### src/rtl/wb_byte_pkg.sv
// Shared definitions for the round-robin Wishbone byte-register arbiter.
package wb_byte_pkg;

    typedef enum logic [1:0] {
        ST_IDLE = 2'd0,
        ST_REQ  = 2'd1,
        ST_CAPT = 2'd2,
        ST_RESP = 2'd3
    } wb_state_t;

    localparam int WB_DSIZE = 8;

endpackage

### src/rtl/wb_rr_pick.sv
// Combinational round-robin picker: first requester strictly after i_last,
// wrapping circularly.
module wb_rr_pick #(
    parameter int NMST = 4,
    parameter int IW   = (NMST > 1) ? $clog2(NMST) : 1
) (
    input  logic [NMST-1:0] i_req,
    input  logic [IW-1:0]   i_last,
    output logic [IW-1:0]   o_grant,
    output logic            o_valid
);

    localparam logic [IW:0] NM = (IW+1)'(NMST);

    logic [IW-1:0] w_idx [NMST];
    logic [NMST-1:0] w_hit;

    // Slot gi holds the master index at circular distance gi+1 from i_last.
    generate
        for (genvar gi = 0; gi < NMST; gi++) begin : g_rot
            logic [IW:0] w_sum;
            assign w_sum     = {1'b0, i_last} + (IW+1)'(gi + 1);
            assign w_idx[gi] = (w_sum >= NM) ? IW'(w_sum - NM) : IW'(w_sum);
            assign w_hit[gi] = i_req[w_idx[gi]];
        end
    endgenerate

    always_comb begin
        o_grant = '0;
        o_valid = |w_hit;
        for (int k = NMST - 1; k >= 0; k--) begin
            if (w_hit[k]) begin
                o_grant = w_idx[k];
            end
        end
    end

endmodule

### src/rtl/wb_byte_arb.sv
// Round-robin arbiter sharing one byte-register Wishbone slave among NMST
// masters, with registered response and an ack timeout.
module wb_byte_arb
    import wb_byte_pkg::*;
#(
    parameter int NMST  = 4,
    parameter int DSIZE = WB_DSIZE,
    parameter int TMO   = 15
) (
    input  logic                  i_clk,
    input  logic                  i_rst,
    input  logic [NMST-1:0]       i_m_stb,
    input  logic [NMST-1:0]       i_m_we,
    input  logic [NMST*DSIZE-1:0] i_m_dat,
    output logic [NMST-1:0]       o_m_ack,
    output logic [NMST-1:0]       o_m_err,
    output logic [NMST*DSIZE-1:0] o_m_dat,
    output logic                  o_s_stb,
    output logic                  o_s_we,
    output logic [DSIZE-1:0]      o_s_dat,
    input  logic                  i_s_ack,
    input  logic [DSIZE-1:0]      i_s_dat
);

    localparam int IW = (NMST > 1) ? $clog2(NMST) : 1;
    localparam int CW = $clog2(TMO + 1);

    wb_state_t             r_state, w_state_next;
    logic [IW-1:0]         r_grant, w_grant_next;
    logic [IW-1:0]         r_last, w_last_next;
    logic                  r_we, w_we_next;
    logic [DSIZE-1:0]      r_wdat, w_wdat_next;
    logic [CW-1:0]         r_cnt, w_cnt_next;
    logic                  r_s_stb, w_s_stb_next;
    logic [NMST-1:0]       r_m_ack, w_m_ack_next;
    logic [NMST-1:0]       r_m_err, w_m_err_next;
    logic [NMST*DSIZE-1:0] r_m_dat, w_m_dat_next;

    logic [IW-1:0]         w_pick_grant;
    logic                  w_pick_valid;

    wb_rr_pick #(
        .NMST (NMST),
        .IW   (IW)
    ) u_pick (
        .i_req   (i_m_stb),
        .i_last  (r_last),
        .o_grant (w_pick_grant),
        .o_valid (w_pick_valid)
    );

    always_ff @(posedge i_clk or posedge i_rst) begin
        if (i_rst) begin
            r_state <= ST_IDLE;
            r_grant <= '0;
            r_last  <= IW'(NMST - 1);
            r_we    <= 1'b0;
            r_wdat  <= '0;
            r_cnt   <= '0;
            r_s_stb <= 1'b0;
            r_m_ack <= '0;
            r_m_err <= '0;
            r_m_dat <= '0;
        end else begin
            r_state <= w_state_next;
            r_grant <= w_grant_next;
            r_last  <= w_last_next;
            r_we    <= w_we_next;
            r_wdat  <= w_wdat_next;
            r_cnt   <= w_cnt_next;
            r_s_stb <= w_s_stb_next;
            r_m_ack <= w_m_ack_next;
            r_m_err <= w_m_err_next;
            r_m_dat <= w_m_dat_next;
        end
    end

    always_comb begin
        w_state_next = r_state;
        w_grant_next = r_grant;
        w_last_next  = r_last;
        w_we_next    = r_we;
        w_wdat_next  = r_wdat;
        w_cnt_next   = r_cnt;
        w_s_stb_next = r_s_stb;
        w_m_ack_next = '0;
        w_m_err_next = '0;
        w_m_dat_next = '0;
        case (r_state)
            ST_IDLE: begin
                if (w_pick_valid) begin
                    w_grant_next = w_pick_grant;
                    w_we_next    = i_m_we[w_pick_grant];
                    w_wdat_next  = i_m_dat[w_pick_grant*DSIZE +: DSIZE];
                    w_cnt_next   = '0;
                    w_s_stb_next = 1'b1;
                    w_state_next = ST_REQ;
                end
            end
            ST_REQ: begin
                // The strobe drops one cycle before the counter hits TMO so it
                // is high for exactly TMO cycles on a dead slave.
                if (r_cnt == CW'(TMO)) begin
                    w_s_stb_next          = 1'b0;
                    w_m_err_next[r_grant] = 1'b1;
                    w_state_next          = ST_RESP;
                end else if (i_s_ack) begin
                    w_s_stb_next = 1'b0;
                    w_state_next = ST_CAPT;
                end else begin
                    w_cnt_next = r_cnt + CW'(1);
                    if ((r_cnt + CW'(1)) == CW'(TMO)) begin
                        w_s_stb_next = 1'b0;
                    end
                end
            end
            ST_CAPT: begin
                w_m_ack_next[r_grant] = 1'b1;
                if (!r_we) begin
                    w_m_dat_next[r_grant*DSIZE +: DSIZE] = i_s_dat;
                end
                w_state_next = ST_RESP;
            end
            ST_RESP: begin
                w_last_next  = r_grant;
                w_state_next = ST_IDLE;
            end
            default: w_state_next = ST_IDLE;
        endcase
    end

    assign o_m_ack = r_m_ack;
    assign o_m_err = r_m_err;
    assign o_m_dat = r_m_dat;
    assign o_s_stb = r_s_stb;
    assign o_s_we  = r_we;
    assign o_s_dat = r_wdat;

endmodule
### config.mk
export PLATFORM = sky130hd
export DESIGN_NAME = wb_byte_arb
export DESIGN_NICKNAME = d
export VERILOG_FILES = /design/src/rtl/wb_byte_pkg.sv /design/src/rtl/wb_rr_pick.sv /design/src/rtl/wb_byte_arb.sv
export SDC_FILE = /design/constraint.sdc
export NUM_CORES = 1
export LEC_CHECK = 0
export CAP_MARGIN = 20
export CORE_ASPECT_RATIO = 0.7
export CORE_MARGIN = 4
export CORE_UTILIZATION = 39
export CTS_CLUSTER_DIAMETER = 200
export DETAILED_ROUTE_END_ITERATION = 16
export PLACE_DENSITY = 0.72
export SETUP_SLACK_MARGIN = 0.1
export SLEW_MARGIN = 5
export SYNTH_ARGS = -nofsm -noshare
export SYNTH_HDL_FRONTEND = slang
export SYNTH_SLANG_ARGS = --single-unit
### constraint.sdc
create_clock -name i_clk -period 2.4 [get_ports i_clk]
set_input_delay 0.48 -clock i_clk [delete_from_list [all_inputs] [get_ports i_clk]]
set_output_delay 0.48 -clock i_clk [all_outputs]
set_load 0.005 [all_outputs]
**Word level (Yosys, flattened, before mapping)**

Index checks and enable logic that the tools add are counted.

- Input bits: 51
- RAM bits: 0
- Memories kept: 0
- Word-level logic and storage cells: 91
- Register bits: 60
- Bits in read-only memories: 0
- Bits in latches: 0
- Output and inout bits: 50

- Div/mod/pow operators: 0
- Reduce and logical (&&, ||, !) cells: 8
- Shifts and indexed selects: 3
- $mul: 0
- Equal/unequal tests: 10
- Magnitude comparators: 11
- Bitwise gates (word level): 1
- $add $sub $neg: 10
- Mux-type cells: 38

Operators by type and width:

| kind | count |
|---|---|
| $mux 32 | 2 |
| $neg 5->34 | 1 |
| $shift 8x34->32 const A | 1 |
| $shiftx 8x34->32 | 1 |
| $and 32x32->32 | 1 |
| $shiftx 32x6->8 | 1 |
| $mux 4 | 6 |
| $mux 2 | 11 |
| $lt 2x3->1 const B | 6 |
| $ge 3x3->1 const B | 4 |
| $bmux 1 s2 | 5 |
| $mux 1 | 10 |
| $eq 4x4->1 const B | 2 |
| $pmux 2 s4 | 1 |
| $pmux 4 s2 | 1 |
| $sub 2x1->2 const B | 4 |
| $add 2x2->3 const B | 2 |
| $add 4x1->4 const B | 1 |
| $eq 2x2->1 const B | 2 |
| $ne 2x2->1 const B | 2 |
| $ne 4x4->1 const B | 1 |
| $reduce_and 2->1 | 2 |
| $reduce_and 4->1 | 1 |
| $reduce_or 4->1 | 1 |
| 12 further kinds | 12 |

**Logic depth before layout (Yosys ltp)**

Gate-level depths: netlist of run 1.

- Depth after elaboration: 11
- Gate-level depth with buffers: 7
- Depth with buffers taken out: 7

**Hierarchy**

Synthesis of run 1 repeated with hierarchy kept, for this count alone.

- Cell total of the unflattened synthesis: 203
- Area total of the unflattened synthesis: 2755.1 um^2

By module, submodules not included:

| module | area an instance (um^2) | cells an instance | seq. area each (um^2) | instances |
|---|---|---|---|---|
| wb_byte_arb | 2663.8 | 189 | 1503.9 | 1 |
| wb_rr_pick | 91.3 | 14 | 0.0 | 1 |

**Worst setup path after synthesis of run 1**

Ideal clock, no wire load.

- Kind: register -> register
- From: reg r_last[0]
- To: reg r_wdat[7] (netlist: o_s_dat[7])
- Path buffers: 2
- Setup time: 142 ps
- Cell stages (with the launch flop): 8
- Required time: 2258 ps
- Arrival time: 1544 ps
- Clock period less this slack: 1686 ps
- Path slack: 714 ps
- Cells stage by stage: dfstp_2 > nand2b_1 > o21ai_0 > a211oi_2 > buf_6 > buf_12 > mux2i_1 > o221ai_1

- Cells in the longest elaborated chain, start to end: 10
- Elaborated cells between the ends (all ways): 31
- Those cells by class: 8 x add/sub; 4 x order compare; 1 x shift; 16 x mux; 2 x reduce/logical

RTL lines:

| item | RTL line | RTL |
|---|---|---|
| from (decl) | wb_byte_arb.sv:30 | `logic [IW-1:0] r_last, w_last_next;` |
| from (signal assigned) | wb_byte_arb.sv:56 | `r_last <= IW'(NMST - 1);` |
| from (signal assigned) | wb_byte_arb.sv:67 | `r_last <= w_last_next;` |
| $add 2x3->3 | wb_rr_pick.sv:22 | `assign w_sum = {1'b0, i_last} + (IW+1)'(gi + 1);` |
| $ge 3x3->1 or $sub 2x1->2 (tied branches) | wb_rr_pick.sv:23 | `assign w_idx[gi] = (w_sum >= NM) ? IW'(w_sum - NM) : IW'(w_sum);` |
| $mux 2 | wb_rr_pick.sv:23 |  |
| $bmux 1 s2 | wb_rr_pick.sv:24 | `assign w_hit[gi] = i_req[w_idx[gi]];` |
| $mux 1 (not written as such) | wb_rr_pick.sv:24 |  |
| $mux 2 (4 in series) | wb_rr_pick.sv:32 | `if (w_hit[k]) begin` |
| $shiftx 32x6->8 | wb_byte_arb.sv:94 | `w_wdat_next = i_m_dat[w_pick_grant*DSIZE +: DSIZE];` |
| to (signal assigned) | wb_byte_arb.sv:69 | `r_wdat <= w_wdat_next;` |
| to (decl) | wb_byte_arb.sv:32 | `logic [DSIZE-1:0] r_wdat, w_wdat_next;` |

Several ways; a longest one is shown, not always the timed one. The select of a mux whose other input is x is not followed.
A chain may end at the register's enable or synchronous reset.

**Worst setup path in the final report of run 1**

- From: reg r_grant[0]
- To: reg r_m_dat[1] (netlist: o_m_dat[1])

- Cells in the longest elaborated chain, start to end: 5
- Elaborated cells between the ends (all ways): 6
- Those cells by class: 1 x add/sub; 2 x shift; 2 x mux; 1 x bitwise

RTL lines:

| item | RTL line | RTL |
|---|---|---|
| from (decl) | wb_byte_arb.sv:29 | `logic [IW-1:0] r_grant, w_grant_next;` |
| from (signal assigned) | wb_byte_arb.sv:66 | `r_grant <= w_grant_next;` |
| $neg 5->34 * | wb_byte_arb.sv:120 | `w_m_dat_next[r_grant*DSIZE +: DSIZE] = i_s_dat;` |
| $shiftx 8x34->32 or $shift 8x34->32 (tied branches) | wb_byte_arb.sv:120 |  |
| $and 32x32->32 (no source line) * | - |  |
| $mux 32 * | wb_byte_arb.sv:119 | `if (!r_we) begin` |
| $mux 32 * | wb_byte_arb.sv:89 | `case (r_state)` |
| via w_m_dat_next[1] | wb_byte_arb.sv:37 | `logic [NMST*DSIZE-1:0] r_m_dat, w_m_dat_next;` |
| to (signal assigned) | wb_byte_arb.sv:74 | `r_m_dat <= w_m_dat_next;` |
| to (decl) | wb_byte_arb.sv:37 |  |

Mark *: on every way through the listed nets, which the timed path passes. The rest lies on a longest branch.

==> results of run 1 <==
[area by class of cell]
class                           count  area (sq um)
Inverter                            9          33.8
Sequential cell                    60          1500
Clock buffer                       10           128
Tap cell                           91           114
Fill cell                         530          2410
Timing Repair Buffer              104          1060
Multi-Input combinational cell    149          1060
Clock inverter                      6          88.8
[state kept, by name, summed over array words and instances (netlist names)]
signal / flops
r_grant: 2
r_cnt: 4
o_s_dat: 8
o_m_err: 4
o_s_we: 1
o_m_ack: 4
o_m_dat: 32
r_state: 2
o_s_stb: 1
r_last: 2
[metal layers]
metal | GRT usage | up-vias | wire [um]
li1 | - | 983 | -
met1 | 0.210 | 946 | 2930
met2 | 0.255 | 79 | 2920
met3 | 0.0562 | 5 | 451
met4 | 0.0543 | 0 | 63
met5 | 0 | - | 0
[cells in the final DEF (no fill, tap or decap), types with 2 or more instances in the layout]
master | netlist | final
buf_4 | 0 | 2
nand2_1 | 21 | 21
o21ai_1 | 5 | 5
nand3_1 | 3 | 3
and2_1 | 41 | 41
mux2i_1 | 18 | 18
and4_1 | 2 | 2
o221ai_1 | 10 | 10
clkinvlp_4 | 0 | 2
inv_1 | 9 | 8
ha_1 | 11 | 11
o21ai_0 | 6 | 6
o31ai_1 | 3 | 3
clkdlybuf4s50_1 | 0 | 100
mux2_2 | 2 | 2
nand2b_1 | 6 | 6
nor2_1 | 5 | 5
a21oi_1 | 3 | 3
bufinv_16 | 0 | 2
buf_12 | 1 | 2
o211ai_1 | 2 | 2
dfrtp_1 | 58 | 58
clkbuf_8 | 0 | 9
dfstp_2 | 2 | 2
[per-stage QoR]
step / hold WS (ps) / setup WS, ps / cell area [sq um] / total power (W) / instances
3_3_place_gp: 471 / 193 / 3770 / 0.00262 / 413
5_1_grt: 537 / 302 / 3990 / 0.00385 / 429
6_report: 494 / 403 / 3990 / 0.00361 / 429
3_5_place_dp: 482 / 123 / 3770 / 0.00265 / 413
4_1_cts: 497 / 426 / 3990 / 0.00365 / 429
2_1_floorplan: 479 / 439 / 2640 / 0.00210 / 223
[critical path, cell delays in order, from the launching register on]
cell and delay [ps]:
dfrtp_1 500, inv_1 150, ha_1 370, nor4b_2 670, and2_1 230
[report_power, final]
group	internal (W)	switching (W)	total (W)	leakage, nW
clock	0.000584	0.000404	0.000988	0.102
sequential	0.00121	0.000154	0.00137	0.804
combinational	0.000664	0.000593	0.00126	0.893
[logic make-up (layout without fill, tap and decap cells)]
logic type      after synthesis  in the layout  synth area share
simple gates                 86             86             0.187
compound gates               32             32            0.0849
flops                        60             60             0.570
fa+ha+maj                    11             11            0.0522
mux                          20             20            0.0768
buf+inv                      14            129            0.0289
[how the worst max path moves through the flow]
stage	startpoint	end	slack, ps	cells after the start
floorplan	i_rst	o_m_ack[0]	440	1
global placement	i_m_stb[3]	o_s_dat[6]	190	7
detailed placement	i_m_stb[3]	o_s_dat[1]	120	7
CTS	r_grant[0]	o_m_dat[1]	430	4
global route	r_grant[0]	o_m_dat[1]	300	4
finish	r_grant[0]	o_m_dat[1]	400	4
==> results_dict.tcl, run 1 <==
set metrics [dict create \
    outcome "complete, no violations" \
    synth.distinct_cells 32 \
    clock_skew_ps 5.52 \
    synth_edf_count 0 \
    cts_resized 0 \
    holdCritPathClass "flip-flop to flip-flop" \
    synth_area_sq_um 2640 \
    viasPerCell 4.69 \
    post_route_cells_drive_above_1_share 0.0828 \
    grt_max_degree 27 \
    async_reset_ff_frac 1.00 \
    setup-violations-final 0 \
    hold_end "o_s_dat[2]" \
    relSlewSlack 0.477 \
    dr.pass1.iters 4 \
    final_util 0.624 \
    pwr_density_cell_nw_per_um2 906 \
    min_period_over_period 0.832 \
    cts_buffer_depth 2 \
    cts_hold_buffers 0 \
    start_util 0.412 \
    leakagePower_nw 1.80 \
    crit_arrival_ps 2260 \
    endpoint_kind "flip-flop" \
    peakVddDrop_v 0.000518 \
    yosysWarnings 0 \
    port_buffers 100 \
    antenna_left 0 \
    drt-initial-drc-count 66 \
    reg2reg_slack_ps 400 \
    synth_area_leader_cell "dfrtp_1" \
    io_pins 101 \
    path_clk_slew_ps 70 \
    h-tree-depth 3 \
    clock_sinks 60 \
    fin_crit_ps 2000 \
    yosys.cell_count.top_type "dfrtp_1" \
    hold_start "o_s_dat[2]" \
    rr_startpoint "r_grant[0]" \
    rows 24 \
    antennaDiodeCount 0 \
    cp-start-kind "flip-flop" \
    synth_area_per_cell_sq_um 11.8 \
    fin_setup_tns_ps 0 \
    fp.dieW_um 106 \
    num_vias 2013 \
    cp_max_fo 8 \
    netlist_instances 223 \
    synthTopCellsByArea "dfrtp_1 55%, and2_1 9.7%, mux2i_1 6.8%, ha_1 5.2%, o221ai_1 3.3%" \
    timing.fmax_ghz 0.501 \
    numCtsBuffers 9 \
    dieArea_sq_um 8160 \
    cp.required_ps 2660 \
    synth_top_area_share 0.550 \
    die_h_um 76.8 \
    drv_slew 0 \
    cts_tree "yes" \
    antenna_found_initial 0 \
    post_drt_wl_per_cell_um 14.8 \
    syn_to_final_growth_pct 51.2 \
    grt_first_pass_wirelength_um 10300 \
    whs_path_depth 2 \
    track_usage 0.162 \
    core_sq_um 6400 \
    ctsRootBufferMaster "clkbuf_8" \
    dp_hpwl_um 4830 \
    maxCapViolations 0 \
    rr_worst_depth 4 \
    rsz0062_at_grt "false" \
    hold_violations 0 \
    grt_pass1_vias 2056 \
    worst_pin_slew_ps 782 \
    syn_nets 285 \
    reg2reg_to "o_m_dat[1]" \
    synthTopCellsByCount "58 x dfrtp_1, 41 x and2_1, 21 x nand2_1" \
    overflow 0 \
    path_class "flip-flop to flip-flop" \
    yosysSeqAreaShare 0.570 \
    layout.nets 395 \
    clkLatencyLatePin_ps 330 \
    synth-seq-cells 60 \
    drc 0 \
    gp_congestion 0.747 \
    yosys_most_used_dff "dfrtp_1" \
    wirelength_um 6360 \
    post_cts_buffers 0 \
]
Power figures use the tool's default switching activity.
==> run 2, diff against run 1 <==
--- a/config.mk
+++ b/config.mk
@@ -11,7 +11,7 @@
 export CORE_UTILIZATION = 39
 export CTS_CLUSTER_DIAMETER = 200
 export DETAILED_ROUTE_END_ITERATION = 16
-export PLACE_DENSITY = 0.72
+export PLACE_DENSITY = 0.75
 export SETUP_SLACK_MARGIN = 0.1
 export SLEW_MARGIN = 5
 export SYNTH_ARGS = -nofsm -noshare
==> constraint.sdc (replaced) <==
create_clock -name i_clk -period 1.6 [get_ports i_clk]
set_input_delay 0.32 -clock i_clk [delete_from_list [all_inputs] [get_ports i_clk]]
set_output_delay 0.32 -clock i_clk [all_outputs]
set_load 0.005 [all_outputs]
==> run 2 against run 1 <==
Effect of this change: the run now ends with setup timing left; worst setup slack got worse by 610 ps; core utilization increased by 7.4 points; cell count increased by 6.1%; critical path depth increased by 3; critical path type unchanged; critical endpoint is now o_s_dat[7]; largest cell class unchanged.
==> results_dict.tcl, run 2 (synthesis results as in run 1) <==
set metrics [dict create \
    outcome "finished, violations left" \
    violations "setup timing" \
    cp_slowest_stage_delay_ps 570 \
    port_buffers 100 \
    cts_tree "yes" \
    grt-busiest-layer "met2" \
    path_buf_inv 2 \
    cp.required_ps 1790 \
    grt_first_pass_wirelength_um 11300 \
    cts_hold_buffers 0 \
    crit_arrival_ps 2000 \
    combPwrFrac 0.447 \
    largest_reg_flops 32 \
    fill_cells 488 \
    peakVddDrop_v 0.000831 \
    drc 0 \
    core_sq_um 6400 \
    clkLatencyLatePin_ps 330 \
    drt-initial-drc-count 78 \
    grtUsageMet3 0.0487 \
    maxCapViolations 0 \
    path_clk_slew_ps 70 \
    clock_skew_ps 10.4 \
    reg2reg_slack_ps -210 \
    io_pins 101 \
    worst_pin_slew_ps 363 \
    crit_path_cell_trace "nand2b_4 -> o21ai_2 -> a211oi_4 -> buf_6 -> buf_16 -> mux2i_1 -> o221ai_1" \
    endpoint_kind "flip-flop" \
    dp_hpwl_um 4880 \
    relSlewSlack 0.758 \
    p_seq_frac 0.324 \
    critPathSlowestCell "dfstp_2" \
    rsz0062_at_grt "true" \
    timing.fmax_ghz 0.553 \
    pwr-share-clk 0.229 \
    antenna_found_initial 0 \
    grtUsageMet1 0.218 \
    cp-start-kind "flip-flop" \
    reg2reg_to "o_s_dat[7]" \
    wirelength_um 7250 \
    numCtsBuffers 9 \
    p_int_w 0.00414 \
    start_util 0.412 \
    die_h_um 76.8 \
    leakagePower_nw 2.49 \
    dr.pass1.iters 4 \
    hold_violations 0 \
    rows 24 \
    layout_common_cells "57 x dfrtp_1, 56 x clkdlybuf4s50_1, 38 x and2_1" \
    viasPerCell 4.80 \
    dieArea_sq_um 8160 \
    rr_startpoint "r_last[0]" \
    overflow 0 \
    fin_ws_ps -209 \
    layout.nets 422 \
    min_period_over_period 1.13 \
    final_util 0.698 \
    drv_slew 0 \
    path_class "flip-flop to flip-flop" \
    clock_sinks 60 \
    power_switching_w 0.00204 \
    gp_congestion 0.842 \
    syn_to_final_growth_pct 69.2 \
    path_depth 7 \
    antenna_left 0 \
    num_vias 2183 \
    ctsRootBufferMaster "clkbuf_8" \
    setup-violations-final 10 \
    fp.dieW_um 106 \
    pwr_density_cell_nw_per_um2 1390 \
    fin_crit_ps 1810 \
    mostFrequentLayoutCell "dfrtp_1" \
    place_ws_ps -444 \
    antennaDiodeCount 0 \
    cp_max_fo 5 \
    cp_top_family "flip-flops" \
    cts_buffer_depth 2 \
    grt_use_met2 0.298 \
    track_usage 0.175 \
    holdCritPathClass "input pin to asynchronous set/reset pin" \
    switching_share 0.330 \
    h-tree-depth 3 \
    grt_pass1_vias 2300 \
    rr_worst_depth 7 \
    grt_max_degree 61 \
    post_drt_wl_per_cell_um 15.9 \
    post_route_cells_drive_above_1_share 0.239 \
]
## run 2: cell types whose count changed in the layout (fill, tap and decap cells not counted), moves of 4 or more
cell,delta
dlymetal6s2s_1,+26
o21ai_0,-4
ha_4,+4
dlygate4sd2_1,+18
ha_1,-5
clkdlybuf4s50_1,-44
buf_6,+4
buf_4,+21
inv_1,-4
## run 2: timing repair
| item | CTS | global route |
|---|---|---|
| gates cloned | 1 | 1 |
| resized for setup | 45 | 47 |
| pin swaps | 7 | 11 |
| setup endpoints to repair | 64 | 64 |
| buffers inserted | 9 | 1 |
## run 2: metal layers
layer	wire, um	up-vias
met1	3090	1050
met4	83	0
met5	0	-
li1	-	1045
met3	407	9
met2	3670	79
## run 2: layout make-up
cell class | instances | area (sq um) | area share
timing repair buffer | 131 | 1350 | 0.303
tap | 91 | 114 | 0.0255
inverter | 9 | 40.0 | 0.00897
sequential | 60 | 1510 | 0.337
clock inverter | 3 | 45.0 | 0.0101
multi-input combinational | 149 | 1240 | 0.278
clock buffer | 12 | 165 | 0.0370
## run 2: worst min-delay path, cell delays in order
cell             delay (ps)
clkdlybuf4s50_1         440
clkinvlp_4              100
buf_12                  280
## run 2: worst max path at each step
stage               start         end  slack, ps
4_1_cts         r_last[0]  o_s_dat[6]       -190
3_3_place_gp   i_m_stb[1]  o_s_dat[7]       -360
2_1_floorplan   r_last[0]  o_s_dat[0]        -30
6_report        r_last[0]  o_s_dat[7]       -210
5_1_grt         r_last[0]  o_s_dat[7]       -290
3_5_place_dp   i_m_stb[1]  o_s_dat[5]       -440
## run 2: stage by stage
stage | cells | hold WS [ps] | total power (W) | cell area (sq um) | setup TNS, ps
after detailed placement | 428 | 481 | 0.00423 | 3910 | -7100
after global routing | 455 | 455 | 0.00653 | 4460 | -2280
after floorplan | 223 | 425 | 0.00319 | 2660 | -259
after global placement | 428 | 473 | 0.00416 | 3910 | -5540
final | 455 | 421 | 0.00618 | 4460 | -1430
after CTS | 453 | 431 | 0.00600 | 4290 | -1440
## run 2: power by group through the flow
stage / Clock, W / Sequential [W] / Combinational, W
4_1_cts: 0.00145 / 0.00199 / 0.00256
3_3_place_gp: 0 / 0.00202 / 0.00214
5_1_grt: 0.00150 / 0.00204 / 0.00298
6_report: 0.00141 / 0.00200 / 0.00276
3_5_place_dp: 0 / 0.00203 / 0.00220
2_1_floorplan: 0 / 0.00204 / 0.00115
==> run 3, diff against run 2 <==
--- a/config.mk
+++ b/config.mk
@@ -9,6 +9,7 @@
 export CORE_ASPECT_RATIO = 0.7
 export CORE_MARGIN = 4
 export CORE_UTILIZATION = 39
+export CTS_BUF_LIST = sky130_fd_sc_hd__clkbuf_16
 export CTS_CLUSTER_DIAMETER = 200
 export DETAILED_ROUTE_END_ITERATION = 16
 export PLACE_DENSITY = 0.75
==> run 3 against run 2 <==
Effect of this change: the flow still finishes with violations (setup timing); register-to-register slack is essentially flat; non-clock buffer count grew 5; flip-flop and latch count is the same; clock-buffer cell count shrank 3; routed wire length shrank 0.40%; combinational power grew 4%; cell area grew 2.2%; maximum frequency grew 0.21%; die area is the same; cell count grew 1.1%.
==> results_dict.tcl, run 3 (synthesis results as in run 1) <==
set metrics [dict create \
    antenna_left 0 \
    worst_pin_slew_ps 335 \
    dp_hpwl_um 4880 \
    start_util 0.412 \
    rsz0062_at_grt "true" \
    maxCapViolations 0 \
    grt_first_pass_wirelength_um 11400 \
    viasPerCell 4.74 \
    path_class "flip-flop to flip-flop" \
    num_vias 2179 \
    reg2reg_to "o_s_dat[2]" \
    drv_slew 0 \
    drc 0 \
    fin_setup_tns_ps -1470 \
    fin_ws_ps -205 \
    ctsRootBufferMaster "clkbuf_16" \
    antenna_found_initial 0 \
    min_period_over_period 1.13 \
    cts_hold_buffers 0 \
    timing.fmax_ghz 0.554 \
    fin_cells 460 \
    reg2reg_slack_ps -210 \
    leakagePower_nw 2.34 \
    cp.required_ps 1790 \
    cp_max_fo 9 \
    peakVddDrop_v 0.000840 \
    numCtsBuffers 9 \
    dieArea_sq_um 8160 \
    pwr_density_cell_nw_per_um2 1470 \
    layout_common_cells "73 x clkdlybuf4s50_1, 57 x dfrtp_1, 38 x and2_1" \
    gp_congestion 0.842 \
    syn_to_final_growth_pct 72.9 \
    holdCritPathClass "input pin to asynchronous set/reset pin" \
    path_depth 7 \
    cp_slowest_stage_delay_ps 560 \
    antennaDiodeCount 0 \
    post_drt_wl_per_cell_um 15.7 \
    placedCellCount 428 \
    crit_path_cell_trace "nand2b_4 -> o21ai_2 -> a211oi_4 -> buf_6 -> buf_16 -> mux2i_4 -> o221ai_2" \
    dr.pass1.iters 4 \
    p_total_w 0.00672 \
    hold_violations 0 \
    violations "setup timing" \
    io_pins 101 \
    endpoint_kind "flip-flop" \
    wirelength_um 7220 \
    grt_pass1_vias 2281 \
    cts_tree "yes" \
    rows 24 \
    place_ws_ps -444 \
    crit_arrival_ps 2000 \
    setup-violations-final 10 \
    critPathSlowestCell "dfstp_2" \
    overflow 0 \
    core_sq_um 6400 \
    clkLatencyLatePin_ps 320 \
    cp_top_family "flip-flops" \
    fp.dieW_um 106 \
    port_buffers 100 \
    post_route_cells_drive_above_1_share 0.241 \
    layout.nets 427 \
    fin_crit_ps 1810 \
    h-tree-depth 3 \
    drt-initial-drc-count 70 \
    holdWs_ps 430 \
    outcome "finished, violations left" \
    rr_worst_depth 7 \
    clock_sinks 60 \
    grt_max_degree 61 \
    die_h_um 76.8 \
    path_clk_slew_ps 50 \
    cp-start-kind "flip-flop" \
    rr_startpoint "r_last[0]" \
    path_buf_inv 2 \
    clock_skew_ps 6.10 \
    relSlewSlack 0.775 \
    cts_buffer_depth 2 \
    track_usage 0.177 \
    mostFrequentLayoutCell "clkdlybuf4s50_1" \
    largest_reg_flops 32 \
]
==> run 3: metal layers <==
layer,track usage,up-vias,share of wire
met5,0,-,0
met4,0.0453,0,0.010
met1,0.222,1050,0.44
li1,-,1055,-
met3,0.0604,9,0.056
met2,0.293,65,0.49
==> run 3: metrics by stage <==
stage / utilization / area (sq um)
after floorplan: - / 2660
after global placement: 0.611 / 3910
after detailed placement: 0.611 / 3910
after CTS: 0.683 / 4370
after global routing: 0.713 / 4560
final: 0.713 / 4560
==> run 3: how the worst max path moves through the flow <==
stage,start,to,slack (ps)
3_5_place_dp,i_m_stb[1],o_s_dat[5],-440
6_report,r_last[0],o_s_dat[2],-210
4_1_cts,r_last[0],o_s_dat[6],-180
5_1_grt,r_last[0],o_s_dat[0],-280
2_1_floorplan,r_last[0],o_s_dat[0],-30
3_3_place_gp,i_m_stb[1],o_s_dat[7],-360
==> run 3: layout make-up <==
type,instances,area [sq um]
fill,457,1840
inverter,9,40.0
multi-input combinational,149,1250
clock buffer,9,225
clock inverter,6,56.3
sequential,60,1510
timing repair buffer,136,1370
tap,91,114
==> run 3: repair_timing <==
| item | in CTS | in global routing |
|---|---|---|
| setup buffers | 10 | 6 |
| endpoints found under the setup margin | 56 | 65 |
| resized for setup | 33 | 48 |
| cloned | 1 | 0 |
| pin swaps | 6 | 10 |
| hold endpoints to repair | 0 | 0 |
==> run 3: power by group <==
part	total, W	switching [W]	internal (W)
sequential	0.00203	0.000208	0.00183
clock	0.00183	0.000653	0.00118
combinational	0.00286	0.00127	0.00159
==> run 3: worst register-to-register path: cells and delay by family (launching register included) <==
kind	cells	cell delay, ps
muxes	1	230
and+or+nand+nor	1	140
buffers and inverters	2	290
AOI/OAI and AO/OA	3	460
DFF	1	560
